===== src/rtl/piece_pkg.sv =====
`default_nettype none
// +------------------------------------------------------------------+
// | piece_pkg: shared types, constants and helpers for piece_selector |
// | Rev 1.0                                                           |
// +------------------------------------------------------------------+
package piece_pkg;

    localparam int pattern_addr_width_c = 5;

    typedef enum logic [2:0] {
        PIECE_NONE = 3'd0,
        PIECE_I    = 3'd1,
        PIECE_O    = 3'd2,
        PIECE_T    = 3'd3,
        PIECE_S    = 3'd4,
        PIECE_Z    = 3'd5,
        PIECE_J    = 3'd6,
        PIECE_L    = 3'd7
    } piece_e;

    typedef logic [1:0] rot_t;

    typedef enum logic [0:0] {
        GEN_FILL = 1'b0,
        GEN_HOLD = 1'b1
    } gen_state_e;

    typedef enum logic [1:0] {
        PS_IDLE   = 2'd0,
        PS_ACTIVE = 2'd1,
        PS_TRIAL  = 2'd2
    } piece_state_e;

    // Right-shifting Galois tap masks for maximal-length sequences.
    function automatic logic [31:0] lfsr_taps(input int width);
        logic [31:0] taps;
        case (width)
            8:       taps = 32'h0000_00B8;
            9:       taps = 32'h0000_0110;
            10:      taps = 32'h0000_0240;
            11:      taps = 32'h0000_0500;
            12:      taps = 32'h0000_0E08;
            13:      taps = 32'h0000_1C80;
            14:      taps = 32'h0000_3802;
            15:      taps = 32'h0000_6000;
            17:      taps = 32'h0001_2000;
            18:      taps = 32'h0002_0400;
            19:      taps = 32'h0007_2000;
            20:      taps = 32'h0009_0000;
            21:      taps = 32'h0014_0000;
            22:      taps = 32'h0030_0000;
            23:      taps = 32'h0042_0000;
            24:      taps = 32'h00E1_0000;
            32:      taps = 32'h8020_0003;
            default: taps = 32'h0000_B400;
        endcase
        return taps;
    endfunction

    // Lowest-numbered piece whose used bit is clear (bit 0 = piece 1).
    function automatic logic [2:0] lowest_free(input logic [6:0] used);
        logic [2:0] res;
        res = 3'd1;
        for (int i = 6; i >= 0; i--) begin
            if (!used[i]) res = 3'(i + 1);
        end
        return res;
    endfunction

endpackage
`default_nettype wire


===== src/rtl/piece_lfsr.sv =====
`default_nettype none
// +------------------------------------------------------------------+
// | piece_lfsr: Galois LFSR with advance enable, exposes low 3 bits   |
// | Rev 1.0                                                           |
// +------------------------------------------------------------------+
module piece_lfsr
    import piece_pkg::*;
#(
    parameter int                      lfsr_width_p = 16,
    parameter logic [lfsr_width_p-1:0] seed_p       = lfsr_width_p'(16'hACE1)
) (
    input  logic       clk_i,
    input  logic       rst_n_i,
    input  logic       advance_i,
    output logic [2:0] draw_o
);

    localparam logic [lfsr_width_p-1:0] taps_c = lfsr_width_p'(lfsr_taps(lfsr_width_p));

    logic [lfsr_width_p-1:0] state;

    always_ff @(posedge clk_i or negedge rst_n_i) begin
        if (!rst_n_i) begin
            state <= seed_p;
        end else if (advance_i) begin
            state <= state[0] ? ((state >> 1) ^ taps_c) : (state >> 1);
        end
    end

    assign draw_o = state[2:0];

endmodule
`default_nettype wire


===== src/rtl/piece_selector.sv =====
`default_nettype none
// +------------------------------------------------------------------+
// | piece_selector: next-piece generator, spawn and trial rotation    |
// | for the pattern ROM. PIECE_SELECT_BAG_EN enables 7-bag draws.     |
// | Rev 1.0                                                           |
// +------------------------------------------------------------------+
module piece_selector
    import piece_pkg::*;
#(
    parameter int                      lfsr_width_p = 16,
    parameter logic [lfsr_width_p-1:0] seed_p       = lfsr_width_p'(16'hACE1)
) (
    input  logic                            clk_i,
    input  logic                            rst_n_i,
    input  logic                            spawn_v_i,
    output logic                            spawn_ready_o,
    input  logic                            rot_v_i,
    input  logic                            rot_dir_i,
    output logic                            rot_ready_o,
    input  logic                            verdict_v_i,
    input  logic                            verdict_ok_i,
    input  logic                            clear_i,
    output logic [pattern_addr_width_c-1:0] pattern_addr_o,
    output logic                            trial_o,
    output logic [pattern_addr_width_c-1:0] preview_addr_o,
    output logic                            next_v_o
);

    gen_state_e   gen_state;
    piece_state_e state;
    piece_e       next_piece;
    piece_e       cur_piece;
    rot_t         cur_rot;
    rot_t         trial_rot;
    logic         next_v;
    logic [2:0]   reject_cnt;
    logic [2:0]   cand;
    logic         cand_ok;
    logic [2:0]   pick;
    logic         take;
    logic         spawn_acc;

    piece_lfsr #(
        .lfsr_width_p (lfsr_width_p),
        .seed_p       (seed_p)
    ) u_lfsr (
        .clk_i     (clk_i),
        .rst_n_i   (rst_n_i),
        .advance_i (gen_state == GEN_FILL),
        .draw_o    (cand)
    );

`ifdef PIECE_SELECT_BAG_EN
    logic [6:0] used;
    logic [6:0] cand_bit;
    logic [6:0] used_next;

    assign cand_bit  = (cand == 3'd0) ? 7'd0 : (7'd1 << (cand - 3'd1));
    assign cand_ok   = (cand != 3'd0) && ((cand_bit & used) == 7'd0);
    assign pick      = cand_ok ? cand : lowest_free(used);
    assign used_next = used | (7'd1 << (pick - 3'd1));

    // The bag empties on the same edge that takes its last piece.
    always_ff @(posedge clk_i or negedge rst_n_i) begin
        if (!rst_n_i) begin
            used <= 7'd0;
        end else if ((gen_state == GEN_FILL) && take) begin
            used <= (used_next == 7'h7F) ? 7'd0 : used_next;
        end
    end
`else
    assign cand_ok = (cand != 3'd0);
    assign pick    = cand_ok ? cand : 3'd1;
`endif

    assign take      = cand_ok || (reject_cnt == 3'd7);
    assign spawn_acc = spawn_v_i && spawn_ready_o && !clear_i;

    always_ff @(posedge clk_i or negedge rst_n_i) begin
        if (!rst_n_i) begin
            gen_state  <= GEN_FILL;
            reject_cnt <= 3'd0;
            next_v     <= 1'b0;
            next_piece <= PIECE_NONE;
        end else if (gen_state == GEN_FILL) begin
            if (take) begin
                next_piece <= piece_e'(pick);
                next_v     <= 1'b1;
                reject_cnt <= 3'd0;
                gen_state  <= GEN_HOLD;
            end else begin
                reject_cnt <= reject_cnt + 3'd1;
            end
        end else if (spawn_acc) begin
            next_v    <= 1'b0;
            gen_state <= GEN_FILL;
        end
    end

    // Priority: clear, then spawn, then rotate, then verdict.
    always_ff @(posedge clk_i or negedge rst_n_i) begin
        if (!rst_n_i) begin
            state     <= PS_IDLE;
            cur_piece <= PIECE_NONE;
            cur_rot   <= 2'd0;
            trial_rot <= 2'd0;
        end else if (clear_i) begin
            state     <= PS_IDLE;
            cur_piece <= PIECE_NONE;
            cur_rot   <= 2'd0;
        end else if (spawn_acc) begin
            state     <= PS_ACTIVE;
            cur_piece <= next_piece;
            cur_rot   <= 2'd0;
        end else if (rot_v_i && rot_ready_o) begin
            state     <= PS_TRIAL;
            trial_rot <= rot_dir_i ? (cur_rot - 2'd1) : (cur_rot + 2'd1);
        end else if ((state == PS_TRIAL) && verdict_v_i) begin
            state <= PS_ACTIVE;
            if (verdict_ok_i) cur_rot <= trial_rot;
        end
    end

    assign spawn_ready_o  = next_v && (state != PS_TRIAL);
    assign rot_ready_o    = (state == PS_ACTIVE);
    assign trial_o        = (state == PS_TRIAL);
    assign next_v_o       = next_v;
    assign pattern_addr_o = {cur_piece, (state == PS_TRIAL) ? trial_rot : cur_rot};
    assign preview_addr_o = next_v ? {next_piece, 2'b00} : 5'd0;

endmodule
`default_nettype wire


===== config.mk =====
export PLATFORM = sky130hd
export DESIGN_NAME = piece_selector
export DESIGN_NICKNAME = d
export VERILOG_FILES = /design/src/rtl/piece_pkg.sv /design/src/rtl/piece_lfsr.sv /design/src/rtl/piece_selector.sv
export SDC_FILE = /design/constraint.sdc
export NUM_CORES = 1
export LEC_CHECK = 0
export BUFFER_PORTS_ARGS = -buffer_cell sky130_fd_sc_hd__clkbuf_2
export CORE_ASPECT_RATIO = 0.6
export CORE_MARGIN = 3
export CORE_UTILIZATION = 55
export CTS_CLUSTER_SIZE = 28
export DETAILED_ROUTE_END_ITERATION = 10
export MAX_ROUTING_LAYER = met4
export PLACE_DENSITY = 0.77
export SYNTH_ARGS = -nofsm -noshare
export SYNTH_HDL_FRONTEND = slang
export SYNTH_SLANG_ARGS = --single-unit

===== constraint.sdc =====
create_clock -name clk_i -period 2.15 [get_ports clk_i]
set_clock_uncertainty 0.2 [all_clocks]
set_input_delay 0.43 -clock clk_i [delete_from_list [all_inputs] [get_ports clk_i]]
set_output_delay 0.43 -clock clk_i [all_outputs]
set_load 0.02 [all_outputs]

Word-level counts from Yosys, hierarchy flattened:

Cells that the tools add are included.
W data, S select, Z words.

* bits in registers: 33
* output and inout port bits: 14
* logic and storage cells: 62

* add/subtract/negate cells: 3
* equality and inequality tests: 6
* multiplexer cells: 23
* bitwise operators: 4
* reduce and logical (&&, ||, !) cells: 17

Operator list (number)
* $mux W2: 11
* $mux W16: 1
* $mux W3: 4
* $reduce_bool A3 Y1: 3
* $mux W1: 6
* $reduce_and A3 Y1: 2
* $logic_and A1 B1 Y1: 5
* $mux W5: 1
* $not A3 Y4: 1
* $reduce_and A2 Y1: 2
* $reduce_bool A2 Y1: 2
* $reduce_bool A4 Y1: 1
* $add A3 B1 Y3 const B: 1
* $eq A3 B3 Y1 const B: 1
* $ne A3 B3 Y1 const B: 1
* $not A1 Y1: 3
* $add A2 B1 Y2 const B: 1
* $eq A2 B1 Y1 const B: 1
* $eq A2 B2 Y1 const B: 1
* $ne A2 B1 Y1 const B: 1
* $ne A2 B2 Y1 const B: 1
* $sub A2 B1 Y2 const B: 1
* $logic_not A1 Y1: 1
* $logic_or A1 B1 Y1: 1

Longest topological paths before layout:

* word-level depth: 6
* gate-level depth with buffers: 5
* gate-level depth less buffers: 5

Cells and area by module:

A second synthesis with hierarchy kept.

* cells, all modules: 132
* area, all modules: 1554.0 um^2

By module, submodules not included
* piece_selector: times used 1, cells each 89, area an instance 875.8 um^2, sequential area each 425.4 um^2
* piece_lfsr: times used 1, cells each 43, area an instance 678.2 um^2, sequential area each 410.4 um^2

Worst setup path before layout:

No wires, ideal clock.

* kind: reg2out
* from: reg state[0]
* to: out pattern_addr_o[0]
* arrival time: 1168 ps
* data required time: 1520 ps
* slack: 352 ps
* cell stages (with the launch flop): 4
* buffers on the path: 1
* path through: dfrtp_1 > nand2b_1 > clkbuf_2 > o21ai_0

* longest elaborated chain between the ends: 2

Ends and longest elaborated chain
* start, declared: RTL line piece_selector.sv:30 `piece_state_e state;`
* start signal, assigned: RTL line piece_selector.sv:103 `state <= PS_IDLE;`
* start signal, assigned: RTL line piece_selector.sv:108 `state <= PS_IDLE;`
* start signal, assigned: RTL line piece_selector.sv:112 `state <= PS_ACTIVE;`
* $eq A2 B2 Y1: RTL line piece_selector.sv:128 `assign pattern_addr_o = {cur_piece, (state == PS_TRIAL) ? trial_rot : cur_rot};`
* $mux W2: RTL line piece_selector.sv:128
* end, declared: RTL line piece_selector.sv:23 `output logic [pattern_addr_width_c-1:0] pattern_addr_o,`

Every way passes these cells.

Worst setup path in the final report:

* from: reg state[0]
* to: out pattern_addr_o[1]

Same word-level chain as after synthesis.

==> impl_metrics.csv <==
group,metric,value,unit
run_status,status,"complete, no violations",
placed_design,placed_cell_area,1610,µm²
logic_synthesis,yosys.area.top_type,"dfrtp_1",
logic_synthesis,synth.yosys.warnings,0,
global_route,grt_max_degree,34,
critical_path,critical_path_required,1520,ps
logic_synthesis,syn_inst,139,
logic_synthesis,avgSynthCellArea,10.8,µm²
cts,cts_tree,"done",
cells_and_area,drive_gt1_share,30.8,%
logic_synthesis,synth_mux_area_share,10.2,%
sta,max_freq,0.484,GHz
cells_and_area,areaGrowthSynthToFinish,13.0,%
sta,min_period,2070,ps
sta,period_share,96.1,%
global_route,antenna_found_initial,0,
critical_path,rr_startpoint,"reject_cnt[0]$_DFFE_PN0N_",
detailed_routing,avgViaCountPerCell,5.39,
critical_path,timing_worst_setup_path_type,"reg -> out",
critical_path,r2r_setup_slack,280,ps
global_route,globalRouteTotalUtil,18.9,%
sta,setup_viol,0,
logic_synthesis,synth_seq_area_share,55.6,%
die,rows,13,
critical_path,worstSetupEndpointType,"primary output",
detailed_routing,vias,1018,
die,start_util,63.3,%
die,die_y,46.5,µm
cts,cts_num_sinks,33,
cells_and_area,nets,168,
min_path,hold_path_class,"in -> async",
die,dieArea,3420,µm²
cts,hold_buffers,0,
placed_design,hpwl,1.97,mm
detailed_routing,drt-total-wl,2.71,mm
critical_path,slowest_delay,420,ps
logic_synthesis,netlist.area_leader.share,41.6,%
sta,rsz0062_at_grt,"false",
detailed_routing,wire_per_inst,14.3,µm
cells_and_area,fill_cells,170,
sta,timing.setup.tns,0,ps
logic_synthesis,synth.cell_area,1500,µm²
sta,whs,13.4,ps
detailed_routing,drtIter0Drc,85,
logic_synthesis,synth_compound_area_share,8.99,%
sta,worst_pin_slew,778,ps
logic_synthesis,ys_ff_latch,33,
cts,clk_latency,280,ps
detailed_routing,drt_first_pass_iters,4,
global_route,grt_pass1_wl,4.51,mm
die,core,2370,µm²
die,chipWidth,73.5,µm
placed_design,numPortBuffers,19,
flow_run,timing.max_cap.violations,0,
logic_synthesis,synth_fa_ha_area_share,1.67,%
critical_path,crit_path_max_fanout,9,
global_route,grt_overflow,0,
logic_synthesis,synth_xor_area_share,2.91,%
logic_synthesis,synthSimpleGateAreaFrac,15.7,%
critical_path,r2r_end,"next_piece[2]$_DFFE_PN0P_",
detailed_routing,ant_nets,0,
global_route,grt_pass1_vias,961,
placed_design,gp_congestion,0.768,
cts,clockBufferDepth,2,
critical_path,crit_path_frequent_cell,"nand2_1",
detailed_routing,drc_errors,0,
cts,root_buffer,"clkbuf_8",
critical_path,arrival,1440,ps
logic_synthesis,synth_top_family_by_area,"simple AND/OR/NAND/NOR gates",
sta,report.final.hold_viol_count,0,
cts,numCtsBuffers,5,
cts,cts.reportedPaths.clkPinSlew,70,ps
die,io_pins,22,
logic_synthesis,synth_cell_types,29,
pwr,pwr_density_cell,821,nW/µm²
pwr,vdd_drop_max,0.511,mV
critical_path,start_kind,"flop",
cells_and_area,finish.utilization,71.5,%
critical_path,reg2reg_depth,5,
critical_path,cp_cell_sequence,"nand2b_2 > inv_2 > nand2_1 > nand2_1 > clkbuf_2",
critical_path,cp_slowest_cell,"dfrtp_1",
cells_and_area,fin_area,1700,µm²
logic_synthesis,ys_top_cells_by_area,"dfrtp_1 (42%), dfstp_2 (14%), mux2_2 (8.2%), nand2_1 (4.7%), o21ai_0 (4.3%)",
cts,htreeDepth,2,
pwr,p_leak,0.842,nW
sta,finalMaxSlewViolations,0,
cells_and_area,num_antenna_cells,0,
sta,slew_headroom,48.1,%
-- state kept, by name, indices dropped and copies added (netlist names) --
register	cells
state	2
gen_state	1
trial_rot	2
next_piece	3
cur_piece	3
cur_rot	2
reject_cnt	3
next_v_o	1
u_lfsr.state	16
-- worst max-delay path, delay by kind of cell, from the launching register on --
| family | cells | cell delay, ps |
|---|---|---|
| AND/OR/NAND/NOR | 3 | 410 |
| flip-flops | 1 | 420 |
| buffers and inverters | 2 | 330 |
-- power by group --
group,internal (W),switching [W],leakage [nW]
Clock,0.000261,0.000204,0.0455
Sequential,0.000661,0.0000459,0.417
Combinational,0.000106,0.000116,0.379
-- worst max path at each step --
stage | startpoint | endpoint | slack (ps) | cells after the start
2_1_floorplan | state[0]$_DFFE_PN0P_ | pattern_addr_o[0] | 350 | 3
3_3_place_gp | state[0]$_DFFE_PN0P_ | pattern_addr_o[1] | 370 | 5
3_5_place_dp | reject_cnt[0]$_DFFE_PN0N_ | reject_cnt[1]$_DFFE_PN0N_ | 300 | 5
4_1_cts | state[0]$_DFFE_PN0P_ | pattern_addr_o[1] | 20 | 5
5_1_grt | state[0]$_DFFE_PN0P_ | pattern_addr_o[1] | 6 | 5
6_report | state[0]$_DFFE_PN0P_ | pattern_addr_o[1] | 80 | 5
-- cell families (layout without fill, tap and decap cells) --
group	Yosys count	after routing
buffers and inverters	13	32
adders and majority gates	2	2
muxes	14	14
xor gates and xnor gates	5	5
other	1	2
AOI/OAI and AO/OA	25	25
DFF	33	33
and+or+nand+nor	46	46
-- synthesized netlist by cell type --
cell	count
nor4_1	1
nor3_1	3
mux2i_1	3
clkbuf_1	4
a21oi_1	7
dfstp_2	8
o21ai_0	13
mux2_2	11
ha_1	2
inv_1	3
buf_6	1
nor3_2	1
o22ai_1	2
inv_2	1
nand3_1	3
dfrtp_1	25
o31ai_1	2
nor2b_1	4
clkbuf_2	1
conb_1	1
a21o_1	1
nor2_1	4
and2_1	5
or4_4	1
buf_4	3
nand4b_1	2
xnor2_1	5
nand2b_1	3
nand2_1	19
-- repair_timing --
item	CTS	global route
setup endpoints to repair	0	1
resized for setup	0	1
buffers inserted	0	0
-- metal layers --
metal	share of wire, %	GRT usage, %	vias to the layer above
met5	0	-	-
met4	1.9	9.75	0
met3	4.3	5.88	7
met2	44	25.4	21
met1	50	25.7	485
li1	-	-	505
-- cell type report --
type	instances	area [µm²]	share of cell area (%)
Sequential cell	33	836	49.2
Multi-Input combinational cell	94	604	35.6
Timing Repair Buffer	20	115	6.78
Clock buffer	8	90.1	5.31
Tap cell	30	37.5	2.21
Inverter	4	15.0	0.884
-- through the flow --
| step | total power, W | cells | worst slack (ps) |
|---|---|---|---|
| 6_report | 0.00139 | 189 | 83.2 |
| 5_1_grt | 0.00147 | 189 | 6.20 |
| 4_1_cts | 0.00141 | 189 | 17.9 |
| 3_5_place_dp | 0.000942 | 181 | 303 |
| 3_3_place_gp | 0.000925 | 181 | 371 |
| 2_1_floorplan | 0.000872 | 140 | 352 |
-- layout by cell type, fill, tap and decap left out, types with 2 or more instances in the layout --
master    count
dfrtp_1      25
nand2_1      19
clkbuf_2     19
o21ai_0      13
mux2_2       11
dfstp_2       8
a21oi_1       7
clkbuf_8      6
and2_1        5
xnor2_1       5
nor2b_1       4
nor2_1        4
inv_1         3
nor3_1        3
nand3_1       3
mux2i_1       3
nand2b_1      2
o22ai_1       2
nand4b_1      2
o31ai_1       2
ha_1          2
conb_1        2
clkbuf_1      2
(Power assumes the default switching activity.)
